**src/rtl/pipe_adder.sv**
```systemverilog
// Pipelined ripple-carry adder/subtractor: one CHUNK-bit slice per stage, with the
// inter-slice carry registered, a global-stall valid/ready pipeline and signed overflow.
module pipe_adder #(
    parameter int WIDTH = 16,
    parameter int CHUNK = 4
) (
    input  logic             clk,
    input  logic             rst_n,
    input  logic             in_valid,
    output logic             in_ready,
    input  logic [WIDTH-1:0] a,
    input  logic [WIDTH-1:0] b,
    input  logic             c_in,
    input  logic             sub,
    output logic             out_valid,
    input  logic             out_ready,
    output logic [WIDTH-1:0] sum,
    output logic             c_out,
    output logic             ovf
);

    localparam int STAGES = WIDTH / CHUNK;
    // Stage k keeps (k+1)*CHUNK result bits and WIDTH-(k+1)*CHUNK bits of each
    // pending operand; both are packed back to back so no register bit is idle.
    localparam int RES_W   = CHUNK * STAGES * (STAGES + 1) / 2;
    localparam int OP_USED = (STAGES - 1) * WIDTH - CHUNK * (STAGES - 1) * STAGES / 2;
    localparam int OP_W    = (OP_USED > 0) ? OP_USED : 1;

    logic [STAGES-1:0] v_q, v_d;
    logic [STAGES-1:0] cy_q, cy_d;
    logic [RES_W-1:0]  res_q, res_d;
    logic [OP_W-1:0]   opa_q, opa_d;
    logic [OP_W-1:0]   opb_q, opb_d;
    logic              ovf_q, ovf_d;

    logic             en;
    logic [WIDTH-1:0] b_eff;
    logic             c_eff;

    // Handshake: a bundle transfers on a rising edge where valid & ready are both 1.
    // The whole pipe advances together whenever the last slot is empty or being
    // consumed, so in_ready depends only on out_ready and the last valid bit.
    assign en       = ~v_q[STAGES-1] | out_ready;
    assign in_ready = en;

    assign b_eff = sub ? ~b : b;
    assign c_eff = sub | c_in;

    always_comb begin
        v_d    = '0;
        v_d[0] = in_valid;
        for (int i = 1; i < STAGES; i++) begin
            v_d[i] = v_q[i-1];
        end
    end

    for (genvar k = 0; k < STAGES; k++) begin : g_stage
        localparam int RO  = CHUNK * k * (k + 1) / 2;
        localparam int OO  = k * WIDTH - RO;
        localparam int REM = WIDTH - (k + 1) * CHUNK;

        logic [CHUNK-1:0] sa;
        logic [CHUNK-1:0] sb;
        logic             ci;
        logic [CHUNK:0]   slice;

        if (k == 0) begin : g_first
            assign sa = a[CHUNK-1:0];
            assign sb = b_eff[CHUNK-1:0];
            assign ci = c_eff;
            assign res_d[CHUNK-1:0] = slice[CHUNK-1:0];
            if (STAGES > 1) begin : g_fwd0
                assign opa_d[REM-1:0] = a[WIDTH-1:CHUNK];
                assign opb_d[REM-1:0] = b_eff[WIDTH-1:CHUNK];
            end
        end else begin : g_next
            localparam int PRO = CHUNK * (k - 1) * k / 2;
            localparam int POO = (k - 1) * WIDTH - PRO;
            assign sa = opa_q[POO +: CHUNK];
            assign sb = opb_q[POO +: CHUNK];
            assign ci = cy_q[k-1];
            assign res_d[RO +: (k+1)*CHUNK] = {slice[CHUNK-1:0], res_q[PRO +: k*CHUNK]};
            if (k < STAGES - 1) begin : g_fwd
                assign opa_d[OO +: REM] = opa_q[POO + CHUNK +: REM];
                assign opb_d[OO +: REM] = opb_q[POO + CHUNK +: REM];
            end
        end

        assign slice   = {1'b0, sa} + {1'b0, sb} + {{CHUNK{1'b0}}, ci};
        assign cy_d[k] = slice[CHUNK];

        // Carry into the MSB is a^b^sum at that bit; overflow when it differs from carry out.
        if (k == STAGES - 1) begin : g_last
            assign ovf_d = sa[CHUNK-1] ^ sb[CHUNK-1] ^ slice[CHUNK-1] ^ slice[CHUNK];
        end
    end

    if (STAGES == 1) begin : g_no_ops
        assign opa_d = '0;
        assign opb_d = '0;
    end

    always_ff @(posedge clk or negedge rst_n) begin
        if (!rst_n) begin
            v_q   <= '0;
            cy_q  <= '0;
            res_q <= '0;
            opa_q <= '0;
            opb_q <= '0;
            ovf_q <= 1'b0;
        end else if (en) begin
            v_q   <= v_d;
            cy_q  <= cy_d;
            res_q <= res_d;
            opa_q <= opa_d;
            opb_q <= opb_d;
            ovf_q <= ovf_d;
        end
    end

    assign out_valid = v_q[STAGES-1];
    assign sum       = res_q[RES_W-1 -: WIDTH];
    assign c_out     = cy_q[STAGES-1];
    assign ovf       = ovf_q;

endmodule

```
**config.mk**
```make
export PLATFORM = sky130hd
export DESIGN_NAME = pipe_adder
export DESIGN_NICKNAME = d
export VERILOG_FILES = /design/src/rtl/pipe_adder.sv
export SDC_FILE = /design/constraint.sdc
export NUM_CORES = 1
export LEC_CHECK = 0
export ABC_AREA = 1
export CORE_MARGIN = 2
export CORE_UTILIZATION = 50
export CTS_BUF_LIST = sky130_fd_sc_hd__clkbuf_4 sky130_fd_sc_hd__clkbuf_8
export DETAILED_ROUTE_END_ITERATION = 8
export DONT_BUFFER_PORTS = 1
export HOLD_SLACK_MARGIN = 0.08
export MAX_ROUTING_LAYER = met4
export PLACE_DENSITY = 0.71
export SLEW_MARGIN = 30
export SYNTH_ARGS = -nofsm -noshare
export SYNTH_HDL_FRONTEND = slang
export SYNTH_SLANG_ARGS = --single-unit
```
**constraint.sdc**
```tcl
create_clock -name clk -period 2.58 [get_ports clk]
set_input_delay 0.387 -clock clk [delete_from_list [all_inputs] [get_ports clk]]
set_output_delay 0.387 -clock clk [all_outputs]
set_load 0.02 [all_outputs]
```
==> metrics <==
Final Hold Fails=97; post_cts resized=0; Synth Area in XOR/XNOR=3.08%; Int Power=0.00334 W; cells after synthesis=485; filler instances=820; reg2reg setup slack=0.76 ns; Tcrit/Tclk final=70.7%; initial drt markers=162; Routed WL=7430 um; H-tree levels=3; minimum clock period after layout=1.82 ns; largest family of logic cells by synthesized area=simple AND/OR/NAND/NOR gates; P_sw=0.00216 W; final setup vio count=0; most frequent cells in the layout=nand2_1, dfrtp_1, o21ai_0; Core Region=8760 sq um; power share of the combinational group=33.3%; CP dominant cell by count=nand2_1; mux share of post-synthesis cell area=0%; status=finished with violations; Worst Clk Skew=0.00542 ns; Final ANT Viol Nets=0; post-synthesis sequential area ratio=a little over half; flop and latch count out of synthesis=97; Slew Viols, Final=0; Ant. Diodes=0; Avg Vias per Cell=a little under 5; FP Rows=34; die height=99.4 um; die area=9890 sq um; slowest cell on the critical path=fa_1; vias=2,848; most common cell after layout, fill and taps aside=nand2_1; IO Port Bufs=0; Syn. warnings=0; sequential power share=between 50% and 60%; DR WL/cell=between 10 and 15 um; crit path DAT=2.07 ns; maximum buffer depth of the clock tree=2; worst slew pin tran=0.680 ns; Final Instance Area=~4600 sq um; Clk pin slew, worst setup/hold paths=0.09 ns; largest net degree at the start of global routing=112; worst setup path class=reg2reg; Adder-Cell Fraction of Synth Area=under 10%; first-pass GRT wire length=12,700 um; Ports=58; Placed Area=4410 sq um; GRT overflow=0; area of the multi-input gates=1680 sq um; Mean Syn Cell Area=9.39 sq um; Starting Density=52.0%; Startpoint Class=flip-flop; VDD IR-drop max=439 uV; fmax=0.549 GHz; Max Cap Viol=0; setup TNS=0 ns; CTS tree=built; reg-to-reg endpoint=ovf$_DFFE_PN0P_; CTS buffer count=9; Rel. slew slack=54.7%; Sw Share=39.2%; die width=99.4 um; Hold Path Class=in2async; routability cong.=between 0.8 and 0.9; CTS sink count=97; antenna violations before repair=0; Unique masters post-synth=21; total chip power=0.00550 W; post-DP HPWL=~4900 um; kind of end point of the critical path=flip-flop; share of cells above drive strength 1=8.60%; depth of the most critical reg-to-reg path=8; worst-path cell chain=fa_1, fa_1, nand2_1, nand2_1, nand2_1, nand2_1, nand3_1, nand2_1; violated checks=hold timing; P_leak=approximately 2.3 nW; syn nets=543; Crit path largest cell delay=0.49 ns; Reg area=about 2400 sq um; Synth Area in Simple Gates=roughly 18%; WHS=-0.279 ns; critical path data required time=2.83 ns; Worst-Skew Late Latency=0.35 ns; DRT Pass-1 Iters=4; vias in the first global route=2,817; CTS root buf=clkbuf_8; DRC errors left=0; Final nets=a little over 500; crit-path max FO=3; Power Dens Cells=1200 nW/um^2; compound-cell area share of the yosys netlist=8.99%; R2R Path Start=cy_q[2]$_DFFE_PN0P_; Clk pwr share=16.6%; cell area after synthesis=4550 sq um; GRT Total Usage=16.5%; RSZ-0062 raised after global routing=no; Post-CTS Setup Repair Bufs=0; synthesis-to-layout area growth=1.02%
## area by class of cell
cell class / count / share of cell area, %
Clock buffer: 14 / 3.78
Clock inverter: 2 / 0.272
Inverter: 36 / 2.94
Multi-Input combinational cell: 313 / 36.5
Sequential cell: 97 / 52.8
Tap cell: 108 / 2.94
Timing Repair Buffer: 3 / 0.843
## power by group through the flow
stage / combinational, W / clock (W) / sequential, W
2_1_floorplan: 0.00193 / 0 / 0.00251
3_3_place_gp: 0.00176 / 0 / 0.00277
3_5_place_dp: 0.00185 / 0 / 0.00279
4_1_cts: 0.00186 / 0.000949 / 0.00277
5_1_grt: 0.00214 / 0.00102 / 0.00283
6_report: 0.00183 / 0.000915 / 0.00275
## metrics by stage
step                      worst slack (ns)  util [%]  hold WS [ns]  instances
after floorplan                      0.431         -        0.0914        485
after global placement               0.664      50.3        0.0942        557
after detailed placement             0.616      50.3        0.0947        557
after CTS                            0.737      52.4        -0.292        573
after global routing                 0.590      52.5        -0.310        573
final                                0.757      52.5        -0.279        573
## registers in the layout (all words and copies together) (netlist names)
register	cells
ovf	1
cy_q	4
v_q	4
opa_q	24
res_q	40
opb_q	24
## worst max-delay path, delay by kind of cell (launching register included)
kind | cells | cell delay, ns
adder cells (fa/ha/maj) | 2 | 0.89
flip-flops | 1 | 0.41
AND/OR/NAND/NOR | 6 | 0.44
## cell usage after synthesis (all sizes together)
library cell	number	area [sq um]
nand2	177	664
inv	36	135
ha	12	150
nand3b	2	15.0
a21oi	6	30.0
o22ai	1	12.5
xnor2	12	105
clkbuf	1	3.75
o21ai	62	367
xor2	4	35.0
fa	8	160
buf	38	310
nand3	11	55.1
nor2	15	63.8
dfrtp	97	2430
or2	3	18.8
## kinds of logic after synthesis
| family | after synthesis |
|---|---|
| and+or+nand+nor | 208 |
| DFF | 97 |
| buffers and inverters | 75 |
| AOI/OAI and AO/OA | 69 |
| adders and majority gates | 20 |
| xor gates and xnor gates | 16 |
## worst max-delay path by stage
| stage | from | endpoint | depth (start not counted) | slack (ns) |
|---|---|---|---|---|
| 6_report | cy_q[2]$_DFFE_PN0P_ | ovf$_DFFE_PN0P_ | 8 | 0.76 |
| 3_5_place_dp | sub | res_q[2]$_DFFE_PN0P_ | 8 | 0.62 |
| 4_1_cts | v_q[3]$_DFFE_PN0P_ | res_q[2]$_DFFE_PN0P_ | 6 | 0.74 |
| 3_3_place_gp | sub | res_q[2]$_DFFE_PN0P_ | 8 | 0.66 |
| 5_1_grt | cy_q[2]$_DFFE_PN0P_ | ovf$_DFFE_PN0P_ | 8 | 0.59 |
| 2_1_floorplan | sub | cy_q[0]$_DFFE_PN0P_ | 9 | 0.43 |
## metal layers
layer  vias to the layer above  GRT usage (%)  part of all wire [%]
met4                         0           6.22                   1.4
li1                       1442              -                     -
met2                        59           26.2                    46
met3                         6           3.87                   4.6
met1                      1341           20.8                    48
met5                         -              -                     0
Note: power is estimated with default switching activity, not from simulation.
